$ cat src/rtl/mem_lsu_if.sv
// mem_lsu_if: data-memory bus between the load/store unit and data memory.
//   master (LSU)    : drives dmemReq, dmemWe, dmemAddr, dmemBe, dmemWdata;
//                     receives dmemRdata, dmemAck.
//   slave  (memory) : the mirror image.
//   dmemReq is held until the one-cycle dmemAck strobe; dmemRdata is valid
//   only in the dmemAck cycle.
interface mem_lsu_if;
   localparam int unsigned XLEN = 32;
   localparam int unsigned BE_W = 4;

   logic            dmemReq;
   logic            dmemWe;
   logic [XLEN-1:0] dmemAddr;
   logic [BE_W-1:0] dmemBe;
   logic [XLEN-1:0] dmemWdata;
   logic [XLEN-1:0] dmemRdata;
   logic            dmemAck;

   modport master (
      output dmemReq, dmemWe, dmemAddr, dmemBe, dmemWdata,
      input  dmemRdata, dmemAck
   );

   modport slave (
      input  dmemReq, dmemWe, dmemAddr, dmemBe, dmemWdata,
      output dmemRdata, dmemAck
   );
endinterface

$ cat src/rtl/mem_lsu.sv
// mem_lsu: MEM-stage load/store unit for an RV32I pipeline.
//   clk, rst       : clock, synchronous active-high reset
//   memRead        : MEM-stage instruction is a load
//   memMEMWrite    : MEM-stage instruction is a store (wins over memRead)
//   memFunct3      : funct3 of the load/store
//   memResult      : byte address
//   memMEMWdata    : store source value
//   dmem           : data-memory bus (master side)
//   lsuStall       : combinational freeze of PC/IF_ID/ID_EX/EX_MEM
//   lsuValid       : one-cycle pulse, access finished
//   lsuRdata       : extended load result, held until next lsuValid
//   lsuFault       : one-cycle pulse on misaligned/illegal access or timeout
module mem_lsu (
   input  logic              clk,
   input  logic              rst,
   input  logic              memRead,
   input  logic              memMEMWrite,
   input  logic [2:0]        memFunct3,
   input  logic [31:0]       memResult,
   input  logic [31:0]       memMEMWdata,
   mem_lsu_if.master         dmem,
   output logic              lsuStall,
   output logic              lsuValid,
   output logic [31:0]       lsuRdata,
   output logic              lsuFault
);
   localparam int unsigned XLEN  = 32;
   localparam int unsigned BE_W  = 4;
   localparam int unsigned CNT_W = 8;
   // Counter value in the 255th BUSY cycle (counter is 0 in the first).
   localparam logic [CNT_W-1:0] CNT_LAST = CNT_W'(254);

   typedef enum logic [1:0] {
      S_IDLE = 2'd0,
      S_BUSY = 2'd1,
      S_DONE = 2'd2
   } state_e;

   state_e            state_q, state_d;
   logic [CNT_W-1:0]  cnt_q, cnt_d;
   logic              req_q, req_d;
   logic              we_q, we_d;
   logic [XLEN-1:0]   addr_q, addr_d;
   logic [BE_W-1:0]   be_q, be_d;
   logic [XLEN-1:0]   wdata_q, wdata_d;
   logic [2:0]        funct3_q, funct3_d;
   logic [1:0]        off_q, off_d;
   logic [XLEN-1:0]   rdata_q, rdata_d;
   logic              valid_q, valid_d;
   logic              fault_q, fault_d;

   logic              access_c;
   logic              legal_c;
   logic              aligned_c;
   logic [BE_W-1:0]   be_c;
   logic [XLEN-1:0]   wdata_c;
   logic [7:0]        byte_c;
   logic [15:0]       half_c;
   logic [XLEN-1:0]   load_ext_c;

   // Decode the MEM-stage request: legality, alignment, lanes.
   always_comb begin
      access_c  = memRead | memMEMWrite;
      legal_c   = 1'b0;
      aligned_c = 1'b1;
      be_c      = 4'b1111;
      wdata_c   = '0;
      if (memMEMWrite) begin
         legal_c = memFunct3 inside {3'b000, 3'b001, 3'b010};
      end else begin
         legal_c = memFunct3 inside {3'b000, 3'b001, 3'b010, 3'b100, 3'b101};
      end
      case (memFunct3[1:0])
         2'b01:   aligned_c = ~memResult[0];
         2'b10:   aligned_c = (memResult[1:0] == 2'b00);
         default: aligned_c = 1'b1;
      endcase
      if (memMEMWrite) begin
         case (memFunct3[1:0])
            2'b00: begin
               be_c    = 4'b0001 << memResult[1:0];
               wdata_c = {4{memMEMWdata[7:0]}};
            end
            2'b01: begin
               be_c    = 4'b0011 << {memResult[1], 1'b0};
               wdata_c = {2{memMEMWdata[15:0]}};
            end
            default: begin
               be_c    = 4'b1111;
               wdata_c = memMEMWdata;
            end
         endcase
      end
   end

   // Select and extend the load result from the returned word.
   always_comb begin
      case (off_q)
         2'd0:    byte_c = dmem.dmemRdata[7:0];
         2'd1:    byte_c = dmem.dmemRdata[15:8];
         2'd2:    byte_c = dmem.dmemRdata[23:16];
         default: byte_c = dmem.dmemRdata[31:24];
      endcase
      half_c = off_q[1] ? dmem.dmemRdata[31:16] : dmem.dmemRdata[15:0];
      case (funct3_q)
         3'b000:  load_ext_c = {{24{byte_c[7]}}, byte_c};
         3'b001:  load_ext_c = {{16{half_c[15]}}, half_c};
         3'b100:  load_ext_c = {24'd0, byte_c};
         3'b101:  load_ext_c = {16'd0, half_c};
         default: load_ext_c = dmem.dmemRdata;
      endcase
   end

   // Next-state and combinational outputs.
   always_comb begin
      state_d  = state_q;
      cnt_d    = cnt_q;
      we_d     = we_q;
      addr_d   = addr_q;
      be_d     = be_q;
      wdata_d  = wdata_q;
      funct3_d = funct3_q;
      off_d    = off_q;
      rdata_d  = rdata_q;
      fault_d  = 1'b0;
      lsuStall = 1'b0;
      case (state_q)
         S_IDLE: begin
            if (access_c) begin
               if (legal_c && aligned_c) begin
                  lsuStall = 1'b1;
                  state_d  = S_BUSY;
                  cnt_d    = '0;
                  we_d     = memMEMWrite;
                  addr_d   = {memResult[31:2], 2'b00};
                  be_d     = be_c;
                  wdata_d  = wdata_c;
                  funct3_d = memFunct3;
                  off_d    = memResult[1:0];
               end else begin
                  fault_d = 1'b1;
               end
            end
         end
         S_BUSY: begin
            lsuStall = 1'b1;
            if (dmem.dmemAck) begin
               state_d = S_DONE;
               if (!we_q) begin
                  rdata_d = load_ext_c;
               end
            end else if (cnt_q == CNT_LAST) begin
               state_d = S_DONE;
               fault_d = 1'b1;
               rdata_d = '0;
            end else begin
               cnt_d = cnt_q + CNT_W'(1);
            end
         end
         S_DONE: begin
            state_d = S_IDLE;
         end
         default: begin
            state_d = S_IDLE;
         end
      endcase
      // Request and completion pulse are registered decodes of the next state.
      req_d   = (state_d == S_BUSY);
      valid_d = (state_d == S_DONE);
   end

   // State register.
   always_ff @(posedge clk) begin
      if (rst) begin
         state_q  <= S_IDLE;
         cnt_q    <= '0;
         req_q    <= 1'b0;
         we_q     <= 1'b0;
         addr_q   <= '0;
         be_q     <= '0;
         wdata_q  <= '0;
         funct3_q <= '0;
         off_q    <= '0;
         rdata_q  <= '0;
         valid_q  <= 1'b0;
         fault_q  <= 1'b0;
      end else begin
         state_q  <= state_d;
         cnt_q    <= cnt_d;
         req_q    <= req_d;
         we_q     <= we_d;
         addr_q   <= addr_d;
         be_q     <= be_d;
         wdata_q  <= wdata_d;
         funct3_q <= funct3_d;
         off_q    <= off_d;
         rdata_q  <= rdata_d;
         valid_q  <= valid_d;
         fault_q  <= fault_d;
      end
   end

   assign dmem.dmemReq   = req_q;
   assign dmem.dmemWe    = we_q;
   assign dmem.dmemAddr  = addr_q;
   assign dmem.dmemBe    = be_q;
   assign dmem.dmemWdata = wdata_q;
   assign lsuValid       = valid_q;
   assign lsuRdata       = rdata_q;
   assign lsuFault       = fault_q;
endmodule

$ cat src/flat_wrapper.sv
// flat-port wrapper written by rule: the top's interface ports become plain ports
module mem_lsu_flat 
  (clk, rst, memRead, memMEMWrite, memFunct3, memResult, memMEMWdata, lsuStall, lsuValid, lsuRdata, lsuFault, dmem_dmemReq, dmem_dmemWe, dmem_dmemAddr, dmem_dmemBe, dmem_dmemWdata, dmem_dmemRdata, dmem_dmemAck);
  mem_lsu_if dmem_i ();
  input  logic clk;
  input  logic rst;
  input  logic memRead;
  input  logic memMEMWrite;
  input  logic [2:0] memFunct3;
  input  logic [31:0] memResult;
  input  logic [31:0] memMEMWdata;
  output logic lsuStall;
  output logic lsuValid;
  output logic [31:0] lsuRdata;
  output logic lsuFault;
  output wire logic [$bits(dmem_i.dmemReq)-1:0] dmem_dmemReq;
  output wire logic [$bits(dmem_i.dmemWe)-1:0] dmem_dmemWe;
  output wire logic [$bits(dmem_i.dmemAddr)-1:0] dmem_dmemAddr;
  output wire logic [$bits(dmem_i.dmemBe)-1:0] dmem_dmemBe;
  output wire logic [$bits(dmem_i.dmemWdata)-1:0] dmem_dmemWdata;
  input wire logic [$bits(dmem_i.dmemRdata)-1:0] dmem_dmemRdata;
  input wire logic [$bits(dmem_i.dmemAck)-1:0] dmem_dmemAck;
  assign dmem_dmemReq = dmem_i.dmemReq;
  assign dmem_dmemWe = dmem_i.dmemWe;
  assign dmem_dmemAddr = dmem_i.dmemAddr;
  assign dmem_dmemBe = dmem_i.dmemBe;
  assign dmem_dmemWdata = dmem_i.dmemWdata;
  assign dmem_i.dmemRdata = dmem_dmemRdata;
  assign dmem_i.dmemAck = dmem_dmemAck;
  mem_lsu u_core (.clk(clk), .rst(rst), .memRead(memRead), .memMEMWrite(memMEMWrite), .memFunct3(memFunct3), .memResult(memResult), .memMEMWdata(memMEMWdata), .dmem(dmem_i), .lsuStall(lsuStall), .lsuValid(lsuValid), .lsuRdata(lsuRdata), .lsuFault(lsuFault));
endmodule
$ cat config.mk
export PLATFORM = sky130hd
export DESIGN_NAME = mem_lsu_flat
export DESIGN_NICKNAME = d
export VERILOG_FILES = /design/src/rtl/mem_lsu_if.sv /design/src/rtl/mem_lsu.sv /design/src/flat_wrapper.sv
export SDC_FILE = /design/constraint.sdc
export NUM_CORES = 1
export LEC_CHECK = 0
export CORE_AREA = 2 2 112 114
export DETAILED_ROUTE_END_ITERATION = 8
export DIE_AREA = 0 0 114 116
export GPL_TIMING_DRIVEN = 1
export PLACE_DENSITY = 0.79
export SYNTH_ARGS = -nofsm -noshare
export SYNTH_HDL_FRONTEND = slang
export SYNTH_SLANG_ARGS = --single-unit
$ cat constraint.sdc
create_clock -name clk -period 2.1 [get_ports clk]
set_input_delay 0.42 -clock clk [delete_from_list [all_inputs] [get_ports clk]]
set_output_delay 0.42 -clock clk [all_outputs]
set_load 0.01 [all_outputs]
==> results.cfg <==
[grt]
met2_usage_pct = 40.9
grt_max_degree = 40
antenna_found_initial = 0
met1_usage_pct = 27.0
grt_use_total_pct = 24.4
overflow = 0
grt_pass1_vias = 5110
use_met3_pct = 10.6
grt_busiest_layer = met2
grt_first_pass_wirelength_um = 25100

[timing]
fin_crit_sh_pct = 96.6
hold_slack_ns = 0.388
finalMaxSlewViolations = 0
fmax_ghz = 0.493
skew_ns = 0.00924
worst_pin_slew_ns = 0.988
setup_violations = 0
relSlewSlack_pct = 33.9
fin_crit_ns = 2.03
final_hold_viol_count = 0
rsz0062_at_grt = false

[synth]
syn_inst = 550
ys_seq_elements = 117
async_flop_share_pct = 0
synthDistinctLibCells = 52
seq_area_frac_synth_pct = 46.0
synth_area_per_cell_um2 = 9.26
yosysWarnings = 0
synth_edf_count = 0
syn_area_um2 = 5090
ys.flop_type = dfxtp_1

[worst_hold_path]
worstHoldStart = memFunct3[0]
min_to = u_core.funct3_q[0]
hold_depth = 3
hp-class = in2reg

[layout]
syn_to_final_growth_pct = 58.7
nFillCells = 963
final_area_um2 = 8080
layout-drive-gt1-share_pct = 12.2
antenna_cells = 0
nets = 884

[cts]
cts_buffers = 17
cts_tree = built
clock_path_buffers = 2
cts_num_sinks = 117
cts_max_level = 4
clk_latency_ns = 0.41
cts_root_buffer = clkbuf_16
holdBufCountCts = 0
clk_pin_slew_worst_paths_ns = 0.05

[routing]
wire_per_inst_um = 17.5
vias = 5158
routed_wl_um = 16300
first_pass_iters = 5
drt_iter0_drc = 421
vias_per_cell = 5.52
final_antenna_net_count = 0
drc = 0

[power]
peakVddDrop_mv = 0.608
p_leak_nw = 3.30
p_per_area_nw_per_um2 = 786

[placed_design]
place_area_um2 = 7420
io_buffers = 206
hpwl_um = 11900
gp_congestion = 0.860

[floorplanning]
initial_core_util_pct = 42.8
dieWidth_um = 114
dieHeight_um = 116
pin_count = 209
rows = 40
die_area_um2 = 13200
core_area_um2 = 11900

[setup_path]
r2r_start = u_core.cnt_q[0]
path_class = in2out
required_ns = 1.68
rrSetupSlack_ns = 0.30
r2r_end = u_core.cnt_q[7]
start_kind = primary input
cp-end-kind = output pin
worstPathMaxFanout = 4
ff2ff_path_depth = 7
worstPathArrival_ns = 1.61

[flow_run]
cap_violations = 0

[outcome]
run_status = finished clean
==> synthesized netlist by cell type, types with 13 or more instances <==
cell	n	share of area (%)
mux2i_1	43	8.5
buf_2	13	1.3
o21ai_0	19	1.9
nand2b_1	14	1.7
o2bb2ai_1	24	4.1
nor2_1	48	3.5
a21oi_1	37	3.6
a22o_1	17	2.9
clkbuf_1	15	1.1
inv_1	13	0.96
dfxtp_1	117	46
nand2_1	71	5.2
==> metrics by stage <==
stage          utilization, %  setup TNS, ns  setup WS [ns]  total power [mW]  cells
3_3_place_gp             62.3         -33.01         -0.826              3.55    897
6_report                 67.8              0         0.0719              6.35    934
3_5_place_dp             62.3         -36.86         -0.903              3.58    897
2_1_floorplan               -              0          0.111              2.97    551
5_1_grt                  67.8              0        0.00160              6.59    934
4_1_cts                  67.8              0        0.00798              6.38    932
==> metal layers <==
| metal | vias to the layer above | part of all wire [%] |
|---|---|---|
| met3 | 31 | 11 |
| li1 | 2434 | - |
| met2 | 281 | 47 |
| met1 | 2412 | 39 |
| met5 | - | 0 |
| met4 | 0 | 2.7 |
==> worst max-delay path, cell delays in order <==
cell and delay [ns]:
dlygate4sd2_1 0.28, o21bai_1 0.18, a21oi_2 0.17, o21a_1 0.18, o21ai_1 0.08, a21oi_1 0.14, buf_2 0.15
==> registers in the layout (all words and copies together), names as in the netlist <==
signal and count:
u_core.dmem.dmemWdata 32, u_core.dmem.dmemBe 4, u_core.cnt_q 8, u_core.dmem.dmemWe 1
u_core.state_q 2, u_core.lsuValid 1, u_core.off_q 2, u_core.dmem.dmemReq 1
u_core.dmem.dmemAddr 30, u_core.lsuFault 1, u_core.lsuRdata 32, u_core.funct3_q 3
==> kinds of logic after synthesis <==
logic type | synth area share, %
mux | 10.7
other cells | 0.0736
compound gates | 21.9
simple gates | 14.6
buf+inv | 5.33
fa+ha+maj | 1.47
flops | 46.0
==> repair_timing <==
item	in CTS	in global routing
pin swaps	6	5
gates resized for setup	28	3
endpoints found under the setup margin	46	1
setup buffers	3	2
endpoints found under the hold margin	0	0
==> final cells by class <==
| type | count | area, µm² | share of cell area, % |
|---|---|---|---|
| Clock inverter | 10 | 105 | 1.30 |
| Tap cell | 147 | 184 | 2.28 |
| Timing Repair Buffer | 243 | 2380 | 29.5 |
| Inverter | 13 | 53.8 | 0.666 |
| Multi-Input combinational cell | 382 | 2550 | 31.6 |
| Sequential cell | 117 | 2340 | 29.0 |
| Clock buffer | 22 | 464 | 5.74 |
==> layout by cell type (no fill, tap or decap), drive strengths merged, types with 13 or more instances in the layout <==
master / n
nor2: 51
dfxtp: 117
clkdlybuf4s50: 199
buf: 41
mux2i: 43
nand2b: 14
o21ai: 24
nand2: 72
inv: 13
a22o: 17
a21oi: 39
clkbuf: 22
o2bb2ai: 24
==> power by group <==
| part | leakage [nW] | total, mW | internal, mW | switching (mW) |
|---|---|---|---|---|
| logic | 2.07 | 1.16 | 0.618 | 0.537 |
| clock network | 0.279 | 2.79 | 1.79 | 0.996 |
| registers | 0.951 | 2.41 | 2.34 | 0.0671 |
==> how the worst max path moves through the flow <==
stage | start | endpoint | slack, ns | depth (start not counted)
2_1_floorplan | memFunct3[0] | lsuStall | 0.11 | 8
3_3_place_gp | memFunct3[0] | lsuStall | -0.83 | 8
3_5_place_dp | memFunct3[0] | lsuStall | -0.90 | 8
4_1_cts | memFunct3[1] | lsuStall | 0.008 | 9
5_1_grt | memFunct3[0] | lsuStall | 0.002 | 9
6_report | memMEMWrite | lsuStall | 0.07 | 7
(Power assumes the default switching activity.)
==> edit, RTL diff (config.mk and constraints unchanged) <==
Encoding of `state_e`: now one-hot (3 bits for 3 states).
--- a/src/rtl/mem_lsu.sv
+++ b/src/rtl/mem_lsu.sv
@@ -31,8 +31,8 @@
    localparam logic [CNT_W-1:0] CNT_LAST = CNT_W'(254);
 
-   typedef enum logic [1:0] {
-      S_IDLE = 2'd0,
-      S_BUSY = 2'd1,
-      S_DONE = 2'd2
+   typedef enum logic [2:0] {
+      S_IDLE = 3'b001,
+      S_BUSY = 3'b010,
+      S_DONE = 3'b100
    } state_e;
 
Formal check against the unedited RTL: no difference found for any inputs over 4 cycles, from zero or initial values and one cycle with rst high; so few cycles prove little.
==> edit against the unedited design <==
- sequential cell count up 1
- hold slack worse by 0.016 ns
- clock skew down 0.0019 ns
- highest routed layer unchanged
- sequential share of layout area down 0.85 points
- area after synthesis up 0.76%
- routed wire length up 2.9%
- synthesized cell count down 0.91%
- combinational power down 8%
- non-clock buffer count up 18
- register-to-register slack worse by 0.03 ns
- power up 9.0%
- setup slack better by 0.016 ns
- final area up 4.0%
==> edit: results <==
set metrics [dict create \
    post_synth_main_area_contributors "sky130_fd_sc_hd__dfxtp_1 (46%), sky130_fd_sc_hd__nand2_1 (8.9%), sky130_fd_sc_hd__o2bb2ai_2 (5.9%)" \
    cts.repair.resized 21 \
    holdPathStages 2 \
    postSynthCellCount 545 \
    rr_endpoint "u_core.state_q[0]$_SDFF_PP1_" \
    timing.critical_path.arrival_ns 1.59 \
    finalWeightedCongestion 0.891 \
    slowest_delay_ns 0.18 \
    count_of_clock_net_buffers_in_the_final_layout 20 \
    non_filler_cells_final 946 \
    cellInternalPower_mw 5.28 \
    grt_pass1_vias 5304 \
    combPwrFrac 0.155 \
    ir_drop_mv 0.627 \
    inv_count 7 \
    clock_sinks 118 \
    post_route_cells_drive_above_1_share 0.178 \
    finalWorstSetupSlack_ns 0.0878 \
    setup.reg_to_reg.worst_slack_ns 0.27 \
    area_share_clock_buf_inv 0.0826 \
    drtIter0Drc 521 \
    seq_area_frac_synth 0.460 \
    timing.critical_path.slowest_stage_cell "sky130_fd_sc_hd__buf_2" \
    hold-path-endpoint "u_core.cnt_q[0]$_SDFFE_PP0P_" \
    multi_input_area_um2 2600 \
    critical_path_peak_fanout 3 \
    leakage_nw 3.24 \
    regToRegStartpoint "u_core.state_q[0]$_SDFF_PP1_" \
    diodes_inserted 1 \
    worstSetupStartpoint "memFunct3[0]" \
    yosys.cell_types.count 57 \
    outcome "completed" \
    synthMuxAreaShare 0.0376 \
    layout.buffer.nonclock.area_share 0.301 \
]
[edit: cell types whose count changed after synthesis, moves of 4 or more]
cell                        change
sky130_fd_sc_hd__nor2_1        -34
sky130_fd_sc_hd__inv_1          -6
sky130_fd_sc_hd__o2bb2ai_1     -20
sky130_fd_sc_hd__mux2i_1       -35
sky130_fd_sc_hd__a221oi_1       -4
sky130_fd_sc_hd__a22oi_1        -8
sky130_fd_sc_hd__o21ai_1        -5
sky130_fd_sc_hd__a221o_1       +16
sky130_fd_sc_hd__nand2_1       +51
sky130_fd_sc_hd__clkbuf_1       +4
sky130_fd_sc_hd__o21ai_0       -16
sky130_fd_sc_hd__o2bb2ai_2     +20
sky130_fd_sc_hd__a21oi_1       +19
[edit: layer usage]
metal,part of all wire,GRT usage,vias up
li1,-,-,2451
met1,0.39,0.292,2515
met2,0.49,0.434,254
met3,0.093,0.0952,44
met4,0.030,0.127,0
met5,0,0,-
